==> config.mk <==
export PLATFORM = sky130hd
export DESIGN_NAME = uart_rx_fifo
export DESIGN_NICKNAME = d
export VERILOG_FILES = /design/src/rtl/uart_rx_fifo.sv
export SDC_FILE = /design/constraint.sdc
export NUM_CORES = 1
export LEC_CHECK = 0
export ABC_CLOCK_PERIOD_IN_PS = 6350
export CAP_MARGIN = 20
export CORE_MARGIN = 1
export CORE_UTILIZATION = 35
export DETAILED_ROUTE_END_ITERATION = 6
export PLACE_DENSITY = 0.61
export SETUP_SLACK_MARGIN = 0.2
export SLEW_MARGIN = 30
export SYNTH_ARGS = -nofsm -noshare
export SYNTH_HDL_FRONTEND = slang
export SYNTH_SLANG_ARGS = --single-unit
==> constraint.sdc <==
create_clock -name clki -period 6.35 [get_ports clki]
set_clock_uncertainty 0.05 [all_clocks]
set_input_delay 0.635 -clock clki [delete_from_list [all_inputs] [get_ports clki]]
set_output_delay 0.635 -clock clki [all_outputs]
set_load 0.02 [all_outputs]
==> src/rtl/uart_rx_fifo.sv <==
// Receive-side FWFT buffer between the UART receiver and the CPU port.
// Drains each rx_new byte with a one-cycle uart_read acknowledge and tracks full/overflow status.
module uart_rx_fifo #(
    parameter int unsigned DEPTH = 16,
    parameter int unsigned AW    = $clog2(DEPTH)
) (
    input  logic          clki,
    input  logic          rst_in,
    input  logic [7:0]    rx_data,
    input  logic          rx_new,
    output logic          uart_read,
    input  logic          pop,
    input  logic          clr_ovf,
    output logic [7:0]    dout,
    output logic          nonempty,
    output logic          full,
    output logic          ovf,
    output logic [AW:0]   count
);

    typedef enum logic {
        S_IDLE,
        S_WAIT
    } state_t;

    state_t        state_q, state_d;
    logic [AW-1:0] wp_q, wp_d;
    logic [AW-1:0] rp_q, rp_d;
    logic [AW:0]   count_q, count_d;
    logic          ovf_q, ovf_d;
    logic [7:0]    mem_q [DEPTH];

    logic push_try;
    logic push_ok;
    logic pop_eff;

    assign full     = (count_q == (AW+1)'(DEPTH));
    assign nonempty = (count_q != '0);
    assign count    = count_q;
    assign ovf      = ovf_q;
    assign dout     = nonempty ? mem_q[rp_q] : '0;

    // Acknowledge is gated by reset so it drops at once even with rx_new still high.
    always_comb begin
        state_d   = state_q;
        uart_read = 1'b0;
        push_try  = 1'b0;
        case (state_q)
            S_IDLE: begin
                if (rx_new && rst_in) begin
                    uart_read = 1'b1;
                    push_try  = 1'b1;
                    state_d   = S_WAIT;
                end
            end
            S_WAIT: begin
                if (!rx_new) begin
                    state_d = S_IDLE;
                end
            end
            default: state_d = S_IDLE;
        endcase
    end

    always_comb begin
        pop_eff = pop && nonempty;
        push_ok = push_try && (!full || pop_eff);

        wp_d    = push_ok ? wp_q + AW'(1) : wp_q;
        rp_d    = pop_eff ? rp_q + AW'(1) : rp_q;

        count_d = count_q;
        if (push_ok && !pop_eff) begin
            count_d = count_q + (AW+1)'(1);
        end else if (pop_eff && !push_ok) begin
            count_d = count_q - (AW+1)'(1);
        end

        ovf_d = ovf_q;
        if (push_try && !push_ok) begin
            ovf_d = 1'b1;
        end else if (clr_ovf) begin
            ovf_d = 1'b0;
        end
    end

    always_ff @(posedge clki or negedge rst_in) begin
        if (!rst_in) begin
            state_q <= S_IDLE;
            wp_q    <= '0;
            rp_q    <= '0;
            count_q <= '0;
            ovf_q   <= 1'b0;
        end else begin
            state_q <= state_d;
            wp_q    <= wp_d;
            rp_q    <= rp_d;
            count_q <= count_d;
            ovf_q   <= ovf_d;
        end
    end

    always_ff @(posedge clki) begin
        if (push_ok) begin
            mem_q[wp_q] <= rx_data;
        end
    end

endmodule

# Word-level counts from Yosys, hierarchy flattened
# Memories as Yosys holds them, arrays and structs flattened.
# Index checks and enable logic that the tools add are counted.
# classes
add_sub_neg	4
n_eq_ne	1
mux	11
n_bitwise	1
n_reduce_logical	13
# ops
op	count
$mux W5	2
$add A4 B1 Y4 const B	2
$mux W8	1
$mux W1	7
$logic_and A1 B1 Y1	6
$add A5 B1 Y5 const B	1
$eq A5 B5 Y1 const B	1
$reduce_bool A5 Y1	1
$sub A5 B1 Y5 const B	1
$reduce_bool A2 Y1	2
$logic_not A1 Y1	3
$pmux W1 S2	1
$logic_or A1 B1 Y1	1
$not A1 Y1	1
# totals
ff_bits	15
ram_bits	128
inputBits	13
output_inout_bits	17
elab_cells	36
memories	1
# memory_table
name	words	word_bits	rd	rd_clocked_by_memory_dff	wr	line	source
mem_q	16	8	1	0	1	31	logic [7:0] mem_q [DEPTH];

# Logic depth before layout (Yosys ltp)
# depth
word_depth	8
depth_mapped	10

# Least setup slack after synthesis
# OpenSTA, ideal clock, no wires.
# synth_timing
kind	reg-to-reg
startpoint	register count_q[1] (netlist: count[1])
endpoint	register count_q[4] (netlist: count[4])
setup_ns	0.147
t_arrival_ns	2.580
t_required_ns	6.153
path_slack_ns	3.573
path_stages_with_launch	11
path_buffers	0
period_less_slack_ns	2.777
cell_sequence	dfrtp_1 -> nor4_1 -> or2b_1 -> nand2_1 -> ha_1 -> inv_1 -> ha_1 -> nor2b_1 -> o21a_1 -> o2111ai_1 -> o311ai_0
# synth_between
elab_chain_len	7
elab_cells_between_ends	15
# synth_lines
item	line	source
from (decl)	29	logic [AW:0] count_q, count_d;
from (signal assigned)	98	count_q <= count_d;
branches (longest 7 deep; another with $sub A5 B1 Y5)	-	
# Parallel ways; which one is timed is not known. The select of a mux whose other input is x is not followed.
# A chain may end at the register's enable or synchronous reset.

# Final worst setup path
# layout_timing
startpoint	input port rst_in
endpoint	register count_q[4] (netlist: count[4])
# layout_between
elab_chain_len	7
elab_cells_between_ends	9
# layout_lines
item	line	source
from (decl)	8	input logic rst_in,
$logic_and A1 B1 Y1 *	50	if (rx_new && rst_in) begin
$mux W1 *	50	
$mux W1 *	48	case (state_q)
$logic_and A1 B1 Y1 *	67	push_ok = push_try && (!full || pop_eff);
named net push_ok	34	logic push_ok;
$logic_not A1 Y1	75	end else if (pop_eff && !push_ok) begin
$logic_and A1 B1 Y1	75	
$reduce_bool A2 Y1 (no source line)	-	
# Mark *: on every way through the listed nets, which the timed path passes. The rest lies on a longest branch.

==> out/metrics.yaml <==
synth_flop_cell: "edfxtp_1"
avgViaCountPerCell: 4.97
max_slew_margin_pct: 37.8
n_antenna_cell: 0
pre_cts_ws_ns: 2.12
firstDrtPassIters: 4
area_growth_pct: 18.5
leakage_nw: 2.33
slowest_stage: "clkdlybuf4s50_1"
vias: 2860
fmax_mhz: 269
yosys.area.top_type: "edfxtp_1"
worst_pin_slew_ns: 0.930
ys_types: 40
antenna_found_initial: 0
setup_tns_ns: 0
crit_fanout: 17
comb_power_share_pct: 29.1
layout_min_cycle_time_ns: 3.71
synthArstFlopShare_pct: 10.5
cp-end-kind: "flip-flop"
num_rows: 47
yosys.cell_count.top_type: "edfxtp_1"
p_sw_share_pct: 30.2
synth_edf_count: 128
grt_pass1_wl_um: 18000
nNetsFinal: 365
hold_buffers: 0
root_buffer: "clkbuf_16"
intPower_mw: 2.23
cts-buffers-inserted: 17
synth_area_um2: 5910
min_path_type: "flip-flop to flip-flop"
syn_inst: 307
portBuffers: 29
die_area_um2: 17400
clk_latency_ns: 0.42
yosysSeqAreaShare_pct: 71.4
fillerInstances: 1432
drv_cap: 0
start_util_pct: 35.8
drv_slew: 0
dieHeight_um: 132
synth_top_area_share_pct: 65.0
p_total_mw: 3.19
synth_seq_cells: 143
clock_path_buffers: 2
wl_um: 11300
cts_setup_buffers: 0
drt_iter0_drc: 398
clkPwrFrac_pct: 32.3
yosys_warnings: 0
layout-drive-gt1-share_pct: 21.1
rsz0062_at_grt: "false"
remaining_drc_errors: 0
cpMostUsedCell: "ha_1"
ios: 30
postRouteAntennaNets: 0
wl_per_cell_um: 19.6
gr-total-overflow: 0
clock-sinks: 143
fin_ws_ns: 2.64
synth_commonest_cells: "edfxtp_1, mux4_2, dfrtp_1"
gp_congestion: 0.760
critPathKind: "primary input to flip-flop"
syn_nets: 330
clkTransAtPathRegs_ns: 0.06
stdcell_count: 575
irDropWorstVdd_v: 0.000230
core_area_um2: 16500
fin_crit_sh_pct: 58.4
outcome: "finished clean"
synth_area_leaders: "edfxtp_1, mux4_2, dfrtp_1, mux4_1, ha_1"
p_sw_uw: 964
start_kind: "primary input"
power_density_nw_per_um2: 456
grt_pass1_vias: 3048
place_inst: 543
utilization_pct: 42.4
grt_max_degree: 21
hpwlAfterDp_um: 7260
path_cells: "clkdlybuf4s50_1 > nand2_1 > a311oi_2 > ha_1 > inv_1 > ha_1 > nor2b_1 > o21a_1 > o2111ai_1 > o311ai_0"
cts_max_level: 4
setup_viol: 0
cts_resized: 0
hold_viol: 0
pwr-share-seq_pct: 38.6
slowest_delay_ns: 0.95
die_w_um: 132
worstPathRequired_ns: 6.58
arrival_ns: 3.94
cts_tree: "yes"
avgSynthCellArea_um2: 19.3
track_usage_pct: 14.4
-- critical path: cells and delay by family --
| kind | cells | cell delay (ns) |
|---|---|---|
| and+or+nand+nor | 2 | 0.33 |
| buffers and inverters | 2 | 1.08 |
| adders and majority gates | 2 | 0.71 |
| AOI/OAI and AO/OA | 4 | 1.18 |
-- cells by family (layout without fill, tap and decap cells) --
family | after synthesis | after routing | share of synthesized area, %
muxes | 49 | 49 | 15.8
adders and majority gates | 10 | 10 | 2.24
and+or+nand+nor | 42 | 42 | 3.28
buffers and inverters | 24 | 72 | 2.90
AOI/OAI and AO/OA | 30 | 30 | 3.11
DFF | 143 | 143 | 71.4
xor gates and xnor gates | 9 | 9 | 1.33
-- through the flow --
stage                     area (um^2)  hold slack [ns]
after CTS                        7000            0.477
after global placement           6360            0.434
after floorplan                  5910            0.289
after detailed placement         6380            0.460
after global routing             7010            0.511
final                            7010            0.470
-- cell type report --
class	count	area [um^2]	area share (%)
clock buffers	17	425	6.07
repair buffers	32	313	4.46
multi-input cells	140	1550	22.1
flip-flops and latches	143	4220	60.2
well taps	220	275	3.93
inverters	8	30.0	0.429
clock inverters	15	194	2.77
-- metal layers --
metal | up-vias | GRT usage [%] | share of wire [%]
li1 | 1300 | - | -
met1 | 1478 | 19.6 | 47
met2 | 62 | 21.5 | 47
met3 | 20 | 3.81 | 4.7
met4 | 0 | 6.65 | 2.0
met5 | - | 0 | 0
-- placed cells by master (no fill, tap or decap), types with 10 or more instances in the layout --
cell type	instances
mux4_2	24
dfrtp_1	14
clkdlybuf4s50_1	29
clkbuf_16	17
edfxtp_1	128
nor2_1	10
nand2_1	11
-- power by group through the flow --
stage,registers [mW],clock network [mW],logic (mW)
detailed placement,1.25,0,0.938
global placement,1.24,0,0.931
global route,1.25,1.09,1.01
CTS,1.23,1.05,0.944
floorplan,1.17,0,0.734
finish,1.23,1.03,0.928
-- path summary, 6_finish.rpt --
| kind | cells past startpoint | endpoint | start | slack, ns |
|---|---|---|---|---|
| max in group asynchronous | 1 | rp_q[1] | rst_in | 5.14 |
| max reg2reg | 10 | count[4] | count[1] | 3.02 |
| min in group asynchronous | 1 | count[0] | rst_in | 0.60 |
| min reg2reg | 1 | ovf | ovf | 0.47 |
| max | 10 | count[4] | rst_in | 2.64 |
| min | 1 | ovf | ovf | 0.47 |
-- registers in the layout, indices dropped and copies added, names as in the netlist --
| register | count |
|---|---|
| wp_q | 4 |
| mem_q | 128 |
| ovf | 1 |
| count | 5 |
| rp_q | 4 |
| state_q | 1 |
No activity file was read; power rests on OpenSTA's default activity.
